<file path="config.mk">
export PLATFORM = sky130hd
export DESIGN_NAME = ifu_prefetch
export DESIGN_NICKNAME = d
export VERILOG_FILES = /design/src/rtl/ifu_prefetch_pkg.sv /design/src/rtl/ifu_prefetch_fifo.sv /design/src/rtl/ifu_prefetch.sv
export SDC_FILE = /design/constraint.sdc
export NUM_CORES = 1
export LEC_CHECK = 0
export ABC_AREA = 1
export CAP_MARGIN = 10
export CORE_MARGIN = 1
export CORE_UTILIZATION = 58
export DETAILED_ROUTE_END_ITERATION = 12
export GPL_TIMING_DRIVEN = 0
export PLACE_DENSITY = 0.85
export SYNTH_ARGS = -nofsm -noshare
export SYNTH_HDL_FRONTEND = slang
export SYNTH_SLANG_ARGS = --single-unit
</file>
<file path="constraint.sdc">
create_clock -name clk -period 8 [get_ports clk]
set_clock_uncertainty 0.1 [all_clocks]
set_input_delay 1.6 -clock clk [delete_from_list [all_inputs] [get_ports clk]]
set_output_delay 1.6 -clock clk [all_outputs]
set_load 0.01 [all_outputs]
</file>
<file path="src/rtl/ifu_prefetch_pkg.sv">
// -----------------------------------------------------------------------------
// ifu_prefetch_pkg
//   Shared constants and types for the instruction fetch unit: the fetch FSM
//   state encoding, the all-zero instruction word, the default reset PC and
//   a helper that forces an address onto a word boundary.
// -----------------------------------------------------------------------------
package ifu_prefetch_pkg;

   typedef enum logic [1:0] {
      FETCH_IDLE = 2'd0,
      FETCH      = 2'd1,
      FLUSH      = 2'd2
   } ifu_state_e;

   localparam logic [31:0] ZERO_WORD        = 32'h0000_0000;
   localparam logic [31:0] DEFAULT_RESET_PC = 32'h0000_0000;

   function automatic logic [31:0] word_align(input logic [31:0] addr);
      return {addr[31:2], 2'b00};
   endfunction

endpackage

</file>
<file path="src/rtl/ifu_prefetch_fifo.sv">
// -----------------------------------------------------------------------------
// ifu_prefetch_fifo
//   In-order prefetch buffer holding {addr, inst} pairs.
//   Ports:
//     clk, rst   clock, asynchronous active-high reset (pointers/count only)
//     i_push     write i_data at the tail
//     i_pop      drop the head entry (ignored when empty)
//     i_flush    empty the buffer; wins over push and pop in the same cycle
//     i_data     64-bit {addr, inst} to store
//     o_count    number of valid entries (0..FIFO_DEPTH)
//     o_empty    buffer holds no entry
//     o_head     {addr, inst} at the head (undefined contents when empty)
// -----------------------------------------------------------------------------
module ifu_prefetch_fifo #(
   parameter  int FIFO_DEPTH = 4,
   localparam int AW         = $clog2(FIFO_DEPTH)
) (
   input  logic          clk,
   input  logic          rst,
   input  logic          i_push,
   input  logic          i_pop,
   input  logic          i_flush,
   input  logic [63:0]   i_data,
   output logic [AW:0]   o_count,
   output logic          o_empty,
   output logic [63:0]   o_head
);

   logic [63:0]   r_mem [FIFO_DEPTH];
   logic [AW-1:0] r_wr;
   logic [AW-1:0] r_rd;
   logic [AW:0]   r_count;
   logic          w_push;
   logic          w_pop;

   assign w_push  = i_push & ~i_flush;
   assign w_pop   = i_pop & ~i_flush & (r_count != '0);
   assign o_count = r_count;
   assign o_empty = (r_count == '0);
   assign o_head  = r_mem[r_rd];

   always_ff @(posedge clk or posedge rst) begin
      if (rst) begin
         r_wr    <= '0;
         r_rd    <= '0;
         r_count <= '0;
      end else if (i_flush) begin
         r_wr    <= '0;
         r_rd    <= '0;
         r_count <= '0;
      end else begin
         if (w_push) r_wr <= r_wr + AW'(1);
         if (w_pop)  r_rd <= r_rd + AW'(1);
         case ({w_push, w_pop})
            2'b10:   r_count <= r_count + (AW+1)'(1);
            2'b01:   r_count <= r_count - (AW+1)'(1);
            default: r_count <= r_count;
         endcase
      end
   end

   // Storage is data only; validity is carried entirely by the pointers.
   always_ff @(posedge clk) begin
      if (w_push) r_mem[r_wr] <= i_data;
   end

endmodule

</file>
<file path="src/rtl/ifu_prefetch.sv">
// -----------------------------------------------------------------------------
// ifu_prefetch
//   Instruction fetch unit with an in-order prefetch buffer. Issues sequential
//   word fetches over a req/gnt interface, buffers in-order responses and
//   hands {inst, instaddr} to the decode stage with valid/ready. A redirect
//   retargets fetch and discards every response still in flight.
//   Ports:
//     clk, rst        clock, asynchronous active-high reset
//     redirect_i      flush and restart fetch at redirect_pc_i (bits [1:0] dropped)
//     mem_req_o       fetch request; held with mem_addr_o stable until granted
//     mem_addr_o      word-aligned fetch address
//     mem_gnt_i       request accepted when mem_req_o && mem_gnt_i
//     mem_rvalid_i    in-order read response valid, mem_rdata_i carries the word
//     inst_valid_o    buffer head valid (forced low during redirect)
//     inst_o          head instruction, zero when buffer empty
//     instaddr_o      head address, zero when buffer empty
//     inst_ready_i    consumer accepts head when inst_valid_o && inst_ready_i
// -----------------------------------------------------------------------------
module ifu_prefetch
   import ifu_prefetch_pkg::*;
#(
   parameter logic [31:0] RESET_PC   = DEFAULT_RESET_PC,
   parameter int          FIFO_DEPTH = 4
) (
   input  logic        clk,
   input  logic        rst,
   input  logic        redirect_i,
   input  logic [31:0] redirect_pc_i,
   output logic        mem_req_o,
   output logic [31:0] mem_addr_o,
   input  logic        mem_gnt_i,
   input  logic        mem_rvalid_i,
   input  logic [31:0] mem_rdata_i,
   output logic        inst_valid_o,
   output logic [31:0] inst_o,
   output logic [31:0] instaddr_o,
   input  logic        inst_ready_i
);

   localparam int CW = $clog2(FIFO_DEPTH) + 1;

   ifu_state_e    r_state;
   ifu_state_e    w_state_nxt;
   logic [31:0]   r_fetch_pc;
   logic [31:0]   r_resp_pc;
   logic [CW-1:0] r_outstanding;
   logic [CW-1:0] r_discard;
   logic [CW-1:0] w_out_nxt;
   logic [CW-1:0] w_discard_nxt;
   logic [CW-1:0] w_count;
   logic [CW:0]   w_committed;
   logic          w_credit;
   logic          w_empty;
   logic [63:0]   w_head;
   logic          w_grant;
   logic          w_rsp;
   logic          w_push;
   logic          w_pop;
   logic [31:0]   w_redirect_pc;

   assign w_redirect_pc = word_align(redirect_pc_i);

   // Buffered words plus words still owed by memory must fit in the buffer,
   // so a push can never find it full.
   assign w_committed = {1'b0, w_count} + {1'b0, r_outstanding};
   assign w_credit    = (w_committed < (CW+1)'(FIFO_DEPTH));

   // A response with nothing outstanding is a protocol error and is ignored.
   assign w_rsp   = mem_rvalid_i && (r_outstanding != '0);
   assign w_grant = mem_req_o && mem_gnt_i;
   assign w_push  = w_rsp && (r_discard == '0) && !redirect_i;
   assign w_pop   = inst_valid_o && inst_ready_i;

   always_comb begin
      w_out_nxt = r_outstanding;
      if (w_grant && !w_rsp)
         w_out_nxt = r_outstanding + CW'(1);
      else if (!w_grant && w_rsp)
         w_out_nxt = r_outstanding - CW'(1);

      // On redirect every request still owed (including one granted this
      // cycle) becomes stale.
      w_discard_nxt = r_discard;
      if (redirect_i)
         w_discard_nxt = w_out_nxt;
      else if (w_rsp && (r_discard != '0))
         w_discard_nxt = r_discard - CW'(1);
   end

   // FSM: state register
   always_ff @(posedge clk or posedge rst) begin
      if (rst) r_state <= FETCH_IDLE;
      else     r_state <= w_state_nxt;
   end

   // FSM: next state
   always_comb begin
      w_state_nxt = r_state;
      case (r_state)
         FETCH_IDLE: w_state_nxt = FETCH;
         FETCH:      w_state_nxt = FETCH;
         FLUSH:      if (w_discard_nxt == '0) w_state_nxt = FETCH;
         default:    w_state_nxt = FETCH_IDLE;
      endcase
      if (redirect_i)
         w_state_nxt = (w_out_nxt != '0) ? FLUSH : FETCH;
   end

   // FSM: outputs
   always_comb begin
      mem_req_o    = (r_state == FETCH) && !redirect_i && w_credit;
      mem_addr_o   = r_fetch_pc;
      inst_valid_o = !w_empty && !redirect_i;
      inst_o       = w_empty ? ZERO_WORD : w_head[31:0];
      instaddr_o   = w_empty ? ZERO_WORD : w_head[63:32];
   end

   always_ff @(posedge clk or posedge rst) begin
      if (rst) begin
         r_fetch_pc    <= RESET_PC;
         r_resp_pc     <= RESET_PC;
         r_outstanding <= '0;
         r_discard     <= '0;
      end else begin
         r_outstanding <= w_out_nxt;
         r_discard     <= w_discard_nxt;
         if (redirect_i) begin
            r_fetch_pc <= w_redirect_pc;
            r_resp_pc  <= w_redirect_pc;
         end else begin
            if (w_grant) r_fetch_pc <= r_fetch_pc + 32'd4;
            // Responses arrive in order, so the address of each kept word is
            // simply the next one in sequence from the last retarget.
            if (w_push)  r_resp_pc  <= r_resp_pc + 32'd4;
         end
      end
   end

   ifu_prefetch_fifo #(
      .FIFO_DEPTH(FIFO_DEPTH)
   ) u_fifo (
      .clk     (clk),
      .rst     (rst),
      .i_push  (w_push),
      .i_pop   (w_pop),
      .i_flush (redirect_i),
      .i_data  ({r_resp_pc, mem_rdata_i}),
      .o_count (w_count),
      .o_empty (w_empty),
      .o_head  (w_head)
   );

   rvalid_needs_outstanding: assert property (
      @(posedge clk) disable iff (rst) !(mem_rvalid_i && (r_outstanding == '0))
   );

endmodule
</file>
==> reports/results.ini <==
[critical_path]
worst_path_max_delay_cell = clkdlybuf4s50_1
crit_path_max_fanout = 10
critical-path-max-stage-delay_ns = 0.62
regToRegStartpoint = r_outstanding[0]$_DFF_PP0_
cp-start-kind = flop
required_ns = 6.30
critPathArrivalTime_ns = 3.16
path_class = reg -> out
crit_chain = clkbuf_1, buf_2, buf_2, nor2_1, nor2_1, o21ai_0, a21oi_1, clkdlybuf4s50_1
reg2reg_setup_slack_ns = 4.25
endpoint_kind = output port
critPathLaunch = u_fifo.r_rd[0]$_DFFE_PP0P_

[logic_synthesis]
synth_top_area_share = 0.517
synth_edf_count = 248
netlist_area_um2 = 14400
synth_warnings = 0
yosys_register_bits = 323
ys.flop_type = edfxtp_1
synth.top_cells.by_count = nor2_1 (286), edfxtp_1 (248), nand2_1 (162), o21ai_0 (147), inv_1 (80)
synthMostInstantiatedCell = nor2_1
syn_avg_cell_area_um2 = 10.5
async_flop_share = 0.232
yosysSeqAreaShare = 0.647
ys_types = 45
yosysTopAreaCell = edfxtp_1
syn_inst = 1379
synthTopCellsByArea = edfxtp_1 (52%), dfrtp_1 (13%), nor2_1 (7.4%)

[run]
max_cap_viol_count = 0

[timing]
worstMarginPinSlew_ns = 1.12
max_freq_ghz = 0.206
rsz0062_at_grt = false
hold_viol = 0
drv_slew = 0
fin_crit_sh = 0.608
setup_viol = 0
slew_headroom = 0.250
min_period_ns = 4.86
setup_ws_ns = 3.14

[detailed_routing]
drt_first_pass_iters = 5
antenna_left = 0
drc = 0
wl_per_cell_um = 19.3
vias_per_cell = 5.82
num_vias = 11300
drt_iter0_drc = 1093
finalWirelength_um = 37300

[clock_network]
post_cts_buffers = 0
cts-root-buf = clkbuf_16
cts_buffers = 34
h-tree-depth = 2
clock_latency_ns = 0.52
clockBufferDepth = 3
ctsHoldBuffers = 0
cts_tree = done
cts_resized = 0
cts.clk_slew.worst_paths_ns = 0.06
cts.sinks = 323

[power]
internal_power_mw = 3.62
swShare = 0.344
p_leak_nw = 6.55
peakVddDrop_uv = 162
total_power_mw = 5.51
power_density_nw_per_um2 = 311
p_comb_frac = 0.345
pwr-share-clk = 0.270
power_switching_mw = 1.89
pwr-share-seq = 0.385

[grt]
antenna_found_initial = 0
use_met2 = 0.496
grt_pass1_wl_um = 57900
grt_max_degree = 71
grt_use_met1 = 0.388
grt_pass1_vias = 11000
top_usage_layer = met2
grt_usage = 0.292
grt.overflow.total = 0
grtUsageMet3 = 0.0408

[layout]
area_growth_pct = 23.0
drive_above_1_share = 0.0818
nNetsFinal = 1672
diodes = 0

[placed_design]
place.port_buffers = 161
place_congestion = 0.893
pre_cts_ws_ns = 3.19
place_hpwl_um = 24700

[die]
fp.dieW_um = 160
dieHeight_um = 160
fp-row-count = 57
core_area_um2 = 24300
die-area_um2 = 25500
initial_core_util = 0.593
ios = 168

[min_path]
hold_path.class = reg -> reg
hp-start = mem_addr_o[31]$_DFFE_PP0N_

[status]
status = complete, no violations

==> cells in the final DEF (no fill, tap or decap), types with 3 or more instances in the layout <==
cell,netlist,final
conb_1,1,4
inv_2,15,15
ha_1,13,13
nor2_2,11,11
nand2_2,5,5
dfrtp_1,75,75
nor2_4,4,8
o211ai_1,25,25
clkdlybuf4s50_1,0,161
nand3_1,50,50
buf_16,0,3
clkbuf_1,42,50
nor3_1,17,17
edfxtp_1,248,248
inv_1,80,79
buf_2,12,12
clkinv_1,0,5
xnor2_1,7,7
xor2_1,26,26
a21oi_1,79,79
nand2_1,162,162
buf_12,0,6
nor3_2,3,3
nor2_1,286,282
clkinv_2,0,8
a31oi_1,8,8
o221ai_1,11,11
buf_4,4,4
buf_1,8,8
o21ai_0,147,147
clkbuf_16,0,34
nand4_1,10,10
nor4_1,3,3
nand3_2,6,6
==> per-layer routing <==
metal	part of all wire	wire [um]	vias to the layer above
li1	-	-	5169
met1	0.39	14500	5364
met2	0.50	18500	670
met3	0.088	3290	76
met4	0.026	960	0
met5	0	0	-
==> state kept, by name, summed over array words and instances (netlist names) <==
| register | count |
|---|---|
| u_fifo.o_count | 3 |
| u_fifo.r_mem | 248 |
| r_state | 2 |
| r_outstanding | 3 |
| r_discard | 3 |
| mem_addr_o | 30 |
| u_fifo.r_rd | 2 |
| r_resp_pc | 30 |
| u_fifo.r_wr | 2 |
==> cell type report <==
| cell class | count | area, um^2 |
|---|---|---|
| fillers | 1584 | 6590 |
| inverters | 95 | 359 |
| flip-flops and latches | 323 | 9320 |
| repair buffers | 170 | 1810 |
| clock inverters | 20 | 171 |
| multi-input cells | 897 | 4500 |
| well taps | 324 | 405 |
| plain buffers | 67 | 283 |
| clock buffers | 42 | 881 |
==> worst paths after layout <==
path                       cells after the start                             to
max                                            8                 instaddr_o[17]
max reg2reg                                   13  u_fifo.r_mem[0][60]$_DFFE_PP_
min in group asynchronous                      2      mem_addr_o[4]$_DFFE_PP0N_
min reg2reg                                    2     mem_addr_o[31]$_DFFE_PP0N_
min                                            2     mem_addr_o[31]$_DFFE_PP0N_
max in group asynchronous                      3     mem_addr_o[25]$_DFFE_PP0N_
==> kinds of logic after synthesis <==
logic type | Yosys count | share of synthesized area
and+or+nand+nor | 565 | 0.167
DFF | 323 | 0.647
AOI/OAI and AO/OA | 281 | 0.108
buffers and inverters | 162 | 0.0443
xor gates and xnor gates | 33 | 0.0200
adders and majority gates | 14 | 0.0127
other | 1 | 0.000260
==> critical path: cells and delay by family (launching register included) <==
| kind | cells | cell delay [ns] |
|---|---|---|
| buf+inv | 4 | 1.67 |
| compound gates | 2 | 0.44 |
| flops | 1 | 0.39 |
| simple gates | 2 | 0.16 |
==> per-stage QoR <==
step | hold slack, ns | cells | instance area [um^2] | setup TNS [ns] | util
floorplan | 0.376 | 1382 | 14400 | 0 | -
global placement | 0.431 | 1867 | 16400 | -38.38 | 0.676
detailed placement | 0.430 | 1876 | 16700 | 0 | 0.686
CTS | 0.449 | 1938 | 17700 | 0 | 0.729
global route | 0.476 | 1938 | 17700 | 0 | 0.729
finish | 0.444 | 1938 | 17700 | 0 | 0.729
==> power by group through the flow <==
stage	sequential, mW	clock [mW]	combinational (mW)
after floorplan	2.11	0	0.981
after global placement	2.14	0	1.80
after detailed placement	2.15	0	1.87
after CTS	2.12	1.50	1.89
after global routing	2.14	1.56	2.06
final	2.12	1.49	1.90
Note: power is estimated with default switching activity, not from simulation.
